File: src/rtl/ud_counter_pkg.sv
// Shared constants and parameter legality checks
// for the up/down modulo-N counter.
package ud_counter_pkg;

  localparam logic UP   = 1'b1;
  localparam logic DOWN = 1'b0;

  localparam int WRAP_ON   = 1;
  localparam int WRAP_HOLD = 0;

  localparam int WIDTH_MIN = 2;
  localparam int WIDTH_MAX = 32;

  function automatic bit width_ok(int w);
    return (w >= WIDTH_MIN) && (w <= WIDTH_MAX);
  endfunction

  function automatic bit modulus_ok(
    int     w,
    longint m
  );
    return (m >= 2) && (m <= (longint'(1) << w));
  endfunction

  function automatic bit wrap_ok(int wr);
    return (wr == WRAP_ON) || (wr == WRAP_HOLD);
  endfunction

endpackage

File: src/rtl/ud_counter_n_if.sv
// Control/status bundle of the counter.
// CLK and RSTB stay plain ports on the module.
interface ud_counter_n_if #(
  parameter int WIDTH = 8
);

  logic             SCLRB;
  logic             LOADB;
  logic [WIDTH-1:0] A;
  logic             U_DB;
  logic             ENPB;
  logic             ENTB;
  logic [WIDTH-1:0] Q;
  logic             RCOB;
  logic             TC_EV;

  modport master (
    output SCLRB,
    output LOADB,
    output A,
    output U_DB,
    output ENPB,
    output ENTB,
    input  Q,
    input  RCOB,
    input  TC_EV
  );

  modport slave (
    input  SCLRB,
    input  LOADB,
    input  A,
    input  U_DB,
    input  ENPB,
    input  ENTB,
    output Q,
    output RCOB,
    output TC_EV
  );

endinterface

File: src/rtl/ud_counter_tc.sv
// Terminal-state detect: top of range going up,
// zero going down.
module ud_counter_tc
  import ud_counter_pkg::*;
#(
  parameter int     WIDTH   = 8,
  parameter longint MODULUS = longint'(1) << WIDTH
) (
  input  logic [WIDTH-1:0] q,
  input  logic             dir,
  output logic             tc
);

  localparam logic [WIDTH-1:0] TOP =
    WIDTH'(MODULUS - 1);

  assign tc = (dir == UP) ? (q == TOP)
                          : (q == '0);

endmodule

File: src/rtl/ud_counter_n.sv
// Synchronous up/down modulo-N counter with
// clear, load, P/T enables and cascade carry.
module ud_counter_n
  import ud_counter_pkg::*;
#(
  parameter int     WIDTH   = 8,
  parameter longint MODULUS = longint'(1) << WIDTH,
  parameter int     WRAP    = 1
) (
  input  logic           CLK,
  input  logic           RSTB,
  ud_counter_n_if.slave  bus
);

  if (!width_ok(WIDTH) ||
      !modulus_ok(WIDTH, MODULUS) ||
      !wrap_ok(WRAP)) begin : g_bad_param
    $error("ud_counter_n: illegal parameters");
  end

  if ($bits(bus.Q) != WIDTH) begin : g_bad_if
    $error("ud_counter_n: interface width");
  end

  localparam logic [WIDTH-1:0] TOP =
    WIDTH'(MODULUS - 1);

  logic [WIDTH-1:0] q;
  logic [WIDTH-1:0] q_nxt;
  logic             ev;
  logic             ev_nxt;
  logic             tc;
  logic             clr;
  logic             ld;
  logic             cnt;

  ud_counter_tc #(
    .WIDTH   (WIDTH),
    .MODULUS (MODULUS)
  ) u_tc (
    .q   (q),
    .dir (bus.U_DB),
    .tc  (tc)
  );

  // Mutually exclusive by construction so the
  // decoder below can be unique.
  assign clr = ~bus.SCLRB;
  assign ld  = bus.SCLRB & ~bus.LOADB;
  assign cnt = bus.SCLRB & bus.LOADB &
               ~bus.ENPB & ~bus.ENTB;

  always_comb begin
    q_nxt  = q;
    ev_nxt = 1'b0;
    unique case (1'b1)
      clr: q_nxt = '0;
      ld: begin
        q_nxt = (bus.A > TOP) ? TOP : bus.A;
      end
      cnt: begin
        ev_nxt = tc;
        if (tc) begin
          if (WRAP == WRAP_ON) begin
            q_nxt = (bus.U_DB == UP) ? '0 : TOP;
          end
        end else if (bus.U_DB == UP) begin
          q_nxt = q + 1'b1;
        end else begin
          q_nxt = q - 1'b1;
        end
      end
      default: ;
    endcase
  end

  always_ff @(posedge CLK or negedge RSTB) begin
    if (!RSTB) begin
      q  <= '0;
      ev <= 1'b0;
    end else begin
      q  <= q_nxt;
      ev <= ev_nxt;
    end
  end

  assign bus.Q     = q;
  assign bus.TC_EV = ev;
  assign bus.RCOB  = ~(~bus.ENTB & tc);

endmodule

File: src/flat_wrapper.sv
// flat-port wrapper written by rule: the top's interface ports become plain ports
module ud_counter_n_flat import ud_counter_pkg::*;
#(
  parameter int     WIDTH   = 8,
  parameter longint MODULUS = longint'(1) << WIDTH,
  parameter int     WRAP    = 1
)
  (CLK, RSTB, bus_SCLRB, bus_LOADB, bus_A, bus_U_DB, bus_ENPB, bus_ENTB, bus_Q, bus_RCOB, bus_TC_EV);
  ud_counter_n_if #(.WIDTH(WIDTH)) bus_i ();
  input  logic CLK;
  input  logic RSTB;
  input wire logic [$bits(bus_i.SCLRB)-1:0] bus_SCLRB;
  input wire logic [$bits(bus_i.LOADB)-1:0] bus_LOADB;
  input wire logic [$bits(bus_i.A)-1:0] bus_A;
  input wire logic [$bits(bus_i.U_DB)-1:0] bus_U_DB;
  input wire logic [$bits(bus_i.ENPB)-1:0] bus_ENPB;
  input wire logic [$bits(bus_i.ENTB)-1:0] bus_ENTB;
  output wire logic [$bits(bus_i.Q)-1:0] bus_Q;
  output wire logic [$bits(bus_i.RCOB)-1:0] bus_RCOB;
  output wire logic [$bits(bus_i.TC_EV)-1:0] bus_TC_EV;
  assign bus_i.SCLRB = bus_SCLRB;
  assign bus_i.LOADB = bus_LOADB;
  assign bus_i.A = bus_A;
  assign bus_i.U_DB = bus_U_DB;
  assign bus_i.ENPB = bus_ENPB;
  assign bus_i.ENTB = bus_ENTB;
  assign bus_Q = bus_i.Q;
  assign bus_RCOB = bus_i.RCOB;
  assign bus_TC_EV = bus_i.TC_EV;
  ud_counter_n #(.WIDTH(WIDTH), .MODULUS(MODULUS), .WRAP(WRAP)) u_core (.CLK(CLK), .RSTB(RSTB), .bus(bus_i));
endmodule
File: config.mk
export PLATFORM = sky130hd
export DESIGN_NAME = ud_counter_n_flat
export DESIGN_NICKNAME = d
export VERILOG_FILES = /design/src/rtl/ud_counter_pkg.sv /design/src/rtl/ud_counter_n_if.sv /design/src/rtl/ud_counter_tc.sv /design/src/rtl/ud_counter_n.sv /design/src/flat_wrapper.sv
export SDC_FILE = /design/constraint.sdc
export NUM_CORES = 1
export LEC_CHECK = 0
export ABC_AREA = 1
export ABC_CLOCK_PERIOD_IN_PS = 2150
export CELL_PAD_IN_SITES_DETAIL_PLACEMENT = 0
export CELL_PAD_IN_SITES_GLOBAL_PLACEMENT = 1
export CORE_MARGIN = 1.5
export CORE_UTILIZATION = 31
export CTS_CLUSTER_DIAMETER = 40
export DETAILED_ROUTE_END_ITERATION = 12
export PLACE_DENSITY = 0.75
export SYNTH_ARGS = -nofsm -noshare
export SYNTH_HDL_FRONTEND = slang
export SYNTH_SLANG_ARGS = --single-unit
File: constraint.sdc
create_clock -name CLK -period 2.15 [get_ports CLK]
set_clock_uncertainty 0.15 [all_clocks]
set_input_delay 0.3225 -clock CLK [delete_from_list [all_inputs] [get_ports CLK]]
set_output_delay 0.3225 -clock CLK [all_outputs]
set_load 0.05 [all_outputs]
==> Word level (Yosys, flattened, before mapping) <==
Index checks and enable logic that the tools add are counted.
{ "classes": {"n_addsub": 2, "multipliers": 0, "div_mod_pow": 0, "n_lt_le_gt_ge": 1, "eq_ne": 1, "n_shift": 0, "mux": 7, "bitwise": 10, "n_reduce_logical": 2} }
{ "op_table": {"columns": ["op", "count"], "rows": [
  ["two-way mux 8 bit", 4],
  ["one-hot mux 8 bit (3 select lines)", 1],
  ["adder 8 x 1 -> 8 bit (second input constant)", 1],
  ["== test 8 bit (second input constant)", 1],
  ["greater-than comparator 8 bit (second input constant)", 1],
  ["zero test 8 bit", 1],
  ["subtractor 8 x 1 -> 8 bit (second input constant)", 1],
  ["AND 1 bit", 5],
  ["NOT 1 bit", 5],
  ["nonzero test 3 bit", 1],
  ["two-way mux 1 bit", 2]
]} }
{ "totals": {"register_bits": 9, "latch_bits": 0, "mem_bits_rw": 0, "rom_bits": 0, "output_inout_bits": 10, "n_memories": 0} }

==> Logic depth before layout (Yosys ltp) <==
{ "logic_depth": {"ltp_word": 4, "mapped_depth": 11} }

==> Modules after synthesis <==
Synthesis repeated with hierarchy kept, for this count alone.
{ "hier_totals": {"hier_cells": 130, "area_unflattened_um2": 853.3} }
{ "by_module_without_submodules": {"columns": ["module", "n_inst", "cells_each", "area_each_um2"], "rows": [
  ["ud_counter_n", 1, 115, 792.0],
  ["ud_counter_tc", 1, 15, 61.3]
]} }

==> Least setup slack after synthesis <==
No wires, ideal clock.
{ "synth_timing": {"kind": "register -> register", "start": "register u_core.q[0], in the netlist u_core.bus.Q[0]", "end": "register u_core.q[4], in the netlist u_core.bus.Q[4]", "setup_time_ns": 0.125, "arrival_ns": 1.748, "required_time_ns": 1.875, "path_slack_ns": 0.127, "stages_incl_launch_ff": 10, "path_buffers": 0, "synth_period_minus_slack_ns": 2.023, "path_cell_list": "dfrtp_1 inv_1 fa_1 inv_1 nand3_1 nand3_1 xnor2_1 nand2_1 nand2_1 nand3_1"} }
{ "synth_via": {"elab_chain_cells": 4, "word_cells_on_any_way": 8} }
{ "synth_rtl": {"columns": ["element", "line_no", "text"], "rows": [
  ["start: declaration", "ud_counter_n.sv:28", "logic [WIDTH-1:0] q;"],
  ["start signal: assignment", "ud_counter_n.sv:82", "q <= q_nxt;"],
  ["subtractor 8 x 1 -> 8 bit, or another cell as far along", "ud_counter_n.sv:70", "q_nxt = q - 1'b1;"],
  ["two-way mux 8 bit / two-way mux 1 bit (equally long branches)", "ud_counter_n.sv:67, ud_counter_tc.sv:17", null],
  ["two-way mux 8 bit (*)", "ud_counter_n.sv:63", "if (tc) begin"],
  ["one-hot mux 8 bit (3 select lines) (*)", "ud_counter_n.sv:56", "unique case (1'b1)"]
]} }
Mark *: on every way between the ends. The rest lies on a longest branch, timed or not.
A chain may end at the register's enable or synchronous reset.

==> Worst setup path in the final report <==
{ "layout_timing": {"start": "register u_core.q[0], in the netlist u_core.bus.Q[0]", "end": "output port bus_RCOB"} }
{ "layout_via": {"elab_chain_cells": 4, "word_cells_on_any_way": 5} }
{ "layout_rtl": {"columns": ["element", "line_no", "text"], "rows": [
  ["== test 8 bit / zero test 8 bit (equally long branches)", "ud_counter_tc.sv:17, ud_counter_tc.sv:18", null],
  ["two-way mux 1 bit (*)", "ud_counter_tc.sv:17", "assign tc = (dir == UP) ? (q == TOP)"],
  ["AND 1 bit (*)", "ud_counter_n.sv:89", "assign bus.RCOB = ~(~bus.ENTB & tc);"],
  ["NOT 1 bit (*)", "ud_counter_n.sv:89", null],
  ["end: declaration", "flat_wrapper.sv:19", "output wire logic [$bits(bus_i.RCOB)-1:0] bus_RCOB;"]
]} }
Marks and branches as above.

==> out/metrics.yaml <==
route:
  viasPerCell: 4.72
  num_vias: 939
  ant_nets: 0
  dr.pass1.iters: 4
  drt_first_iter_violations: 21
  routed_wl_um: 2360
  drc: 0
  wire_per_inst_um: 11.8
sta:
  rsz0062_at_grt: "false"
  fin_crit_sh: 0.943
  setup_viol: 0
  hold_slack_ps: 215
  worst_pin_slew_ps: 671
  hold_viol: 0
  finalCriticalPeriod_ps: 2030
  slew_violations: 0
  fmax_mhz: 493
  max_slew_margin: 0.551
cells_and_area:
  fill_cells: 273
  n_antenna_cell: 0
  seqCellArea_um2: 228
  instances_no_fill: 199
  finalInstanceArea_mm2: 0.00121
  layout_commonest_cell: "nand2_1"
  final_cell_mix: "nand2_1 (49), inv_1 (22), clkdlybuf4s50_1 (22), nand3_1 (16), nor2_1 (12)"
  final_util: 0.479
  area_growth_pct: 42.7
  drive_gt1_frac: 0.124
  multi_input_area_um2: 542
  fin_nets: 192
critical_path:
  start_kind: "register"
  worstSetupPathType: "reg2out"
  cpLargestDelayFamily: "simple AND/OR/NAND/NOR gates"
  critPathBufInv: 1
  crit_start: "u_core.bus.Q[0]"
  cp.required_ps: 1680
  r2r_start: "u_core.bus.Q[2]"
  max_stage_delay_ps: 450
  slowest_stage: "dfrtp_2"
  cp-end-kind: "output pin"
  cp_max_fo: 7
  cp.arrival_ps: 1560
  path_cells: "nor2_1 -> nand3_1 -> nor2_2 -> nor2_4 -> or2_1 -> buf_4"
placed_design:
  place_area_mm2: 0.00117
  dp_hpwl_um: 1890
  io_buffers: 24
  place_inst: 195
  gp_congestion: 0.893
global_routing:
  met3_usage: 0.0351
  overflow: 0
  grt_usage: 0.171
  grtUsageMet2: 0.286
  antenna_found_initial: 0
  grt_max_degree: 10
  grt_pass1_vias: 965
  grt_pass1_wl_um: 4140
  grt_use_met1: 0.218
  top_usage_layer: "met2"
die:
  die_h_um: 55.3
  rows: 18
  initial_core_util: 0.336
  die_w_um: 55.3
  core_area_mm2: 0.00252
  io_pins: 25
  die-area_mm2: 0.00305
logic_synthesis:
  syn_inst: 134
  synth-seq-area-share: 0.266
  syn_area_um2: 847
  synth_cell_types: 21
  ys_warn_count: 0
  ys_ff_latch: 9
  syn_avg_cell_area_um2: 6.32
  syn_nets: 156
worst_hold_path:
  holdCritPathClass: "in2async"
status:
  status: "finished clean"
job:
  max_cap_violations: 0
power_and_ir_drop:
  powerDensity_mw_per_mm2: 518
  power.leakage_nw: 0.637
  vdd_drop_max_v: 0.000244
clock_tree:
  htree_levels: 1
  clkTransAtPathRegs_ps: 70
  cts_tree: "done"
  clock_sinks: 9
  cts_buffers: 3
  clk_path_buf_depth: 2
  clkLatencyLatePin_ps: 270
  postCtsSetupRepairBufs: 0
  clock-root-buffer: "clkbuf_4"
## registers in the layout, indices dropped and copies added, names as in the netlist
register,cells
u_core.bus.Q,8
u_core.bus.TC_EV,1
## report_power, final
part	switching (W)	total, W	leakage [nW]	internal (W)
registers	0.0000207	0.000203	0.116	0.000182
logic	0.000160	0.000280	0.506	0.000120
clock network	0.0000720	0.000144	0.0150	0.0000718
## synth_stat cells
cell type	instances	area share
nor2_4	2	0.027
a22oi_1	1	0.0089
nor3_2	1	0.012
ha_1	6	0.089
nand2_1	49	0.22
a21oi_1	3	0.018
o21ai_2	1	0.010
inv_1	22	0.097
nor2_2	1	0.0074
xnor2_1	1	0.010
nor2_1	13	0.058
nand4_1	2	0.015
or2_1	1	0.0074
nand2_2	1	0.0074
o21ai_0	1	0.0059
dfrtp_1	9	0.27
fa_1	1	0.024
nand3_1	16	0.095
o211ai_1	1	0.0089
o21ai_1	1	0.0059
nand3_2	1	0.012
## stage by stage
stage / setup TNS (ps) / total power, W / setup slack, ps
3_3_place_gp: -316 / 0.000485 / -130
2_1_floorplan: 0 / 0.000377 / 127
5_1_grt: 0 / 0.000679 / 17.9
4_1_cts: 0 / 0.000638 / 2.30
3_5_place_dp: -473 / 0.000487 / -168
6_report: 0 / 0.000627 / 122
## cell families after synthesis
family | after synthesis | share of synthesized area
AND/OR/NAND/NOR | 87 | 0.456
buffers and inverters | 22 | 0.0975
flip-flops | 9 | 0.266
AO/OA/AOI/OAI | 8 | 0.0576
adder cells (fa/ha/maj) | 7 | 0.112
XOR/XNOR | 1 | 0.0103
## worst paths after layout
check / endpoint / cells after the start / slack (ps)
max: bus_RCOB / 6 / 120
min: u_core.bus.Q[0] / 1 / 220
max reg2reg: u_core.bus.Q[7] / 9 / 390
min reg2reg: u_core.bus.Q[0] / 1 / 420
max in group asynchronous: u_core.bus.Q[1] / 1 / 1300
min in group CLK: u_core.bus.Q[0] / 1 / 420
## per-layer routing
layer | wire length [um] | up-vias
met2 | 1130 | 19
met1 | 1110 | 425
met5 | 0 | -
met3 | 87 | 5
met4 | 31 | 0
li1 | - | 490
## area by class of cell
class                      count  area share
timing repair buffer          31       0.242
tap                           30      0.0311
inverter                      22      0.0683
clock buffer                   4      0.0217
sequential                     9       0.188
multi-input combinational    103       0.448
## timing repair
action,4_1_cts,5_1_grt
hold buffers,0,0
resized for setup,0,4
setup endpoints to repair,0,3
Note: power is estimated with default switching activity, not from simulation.
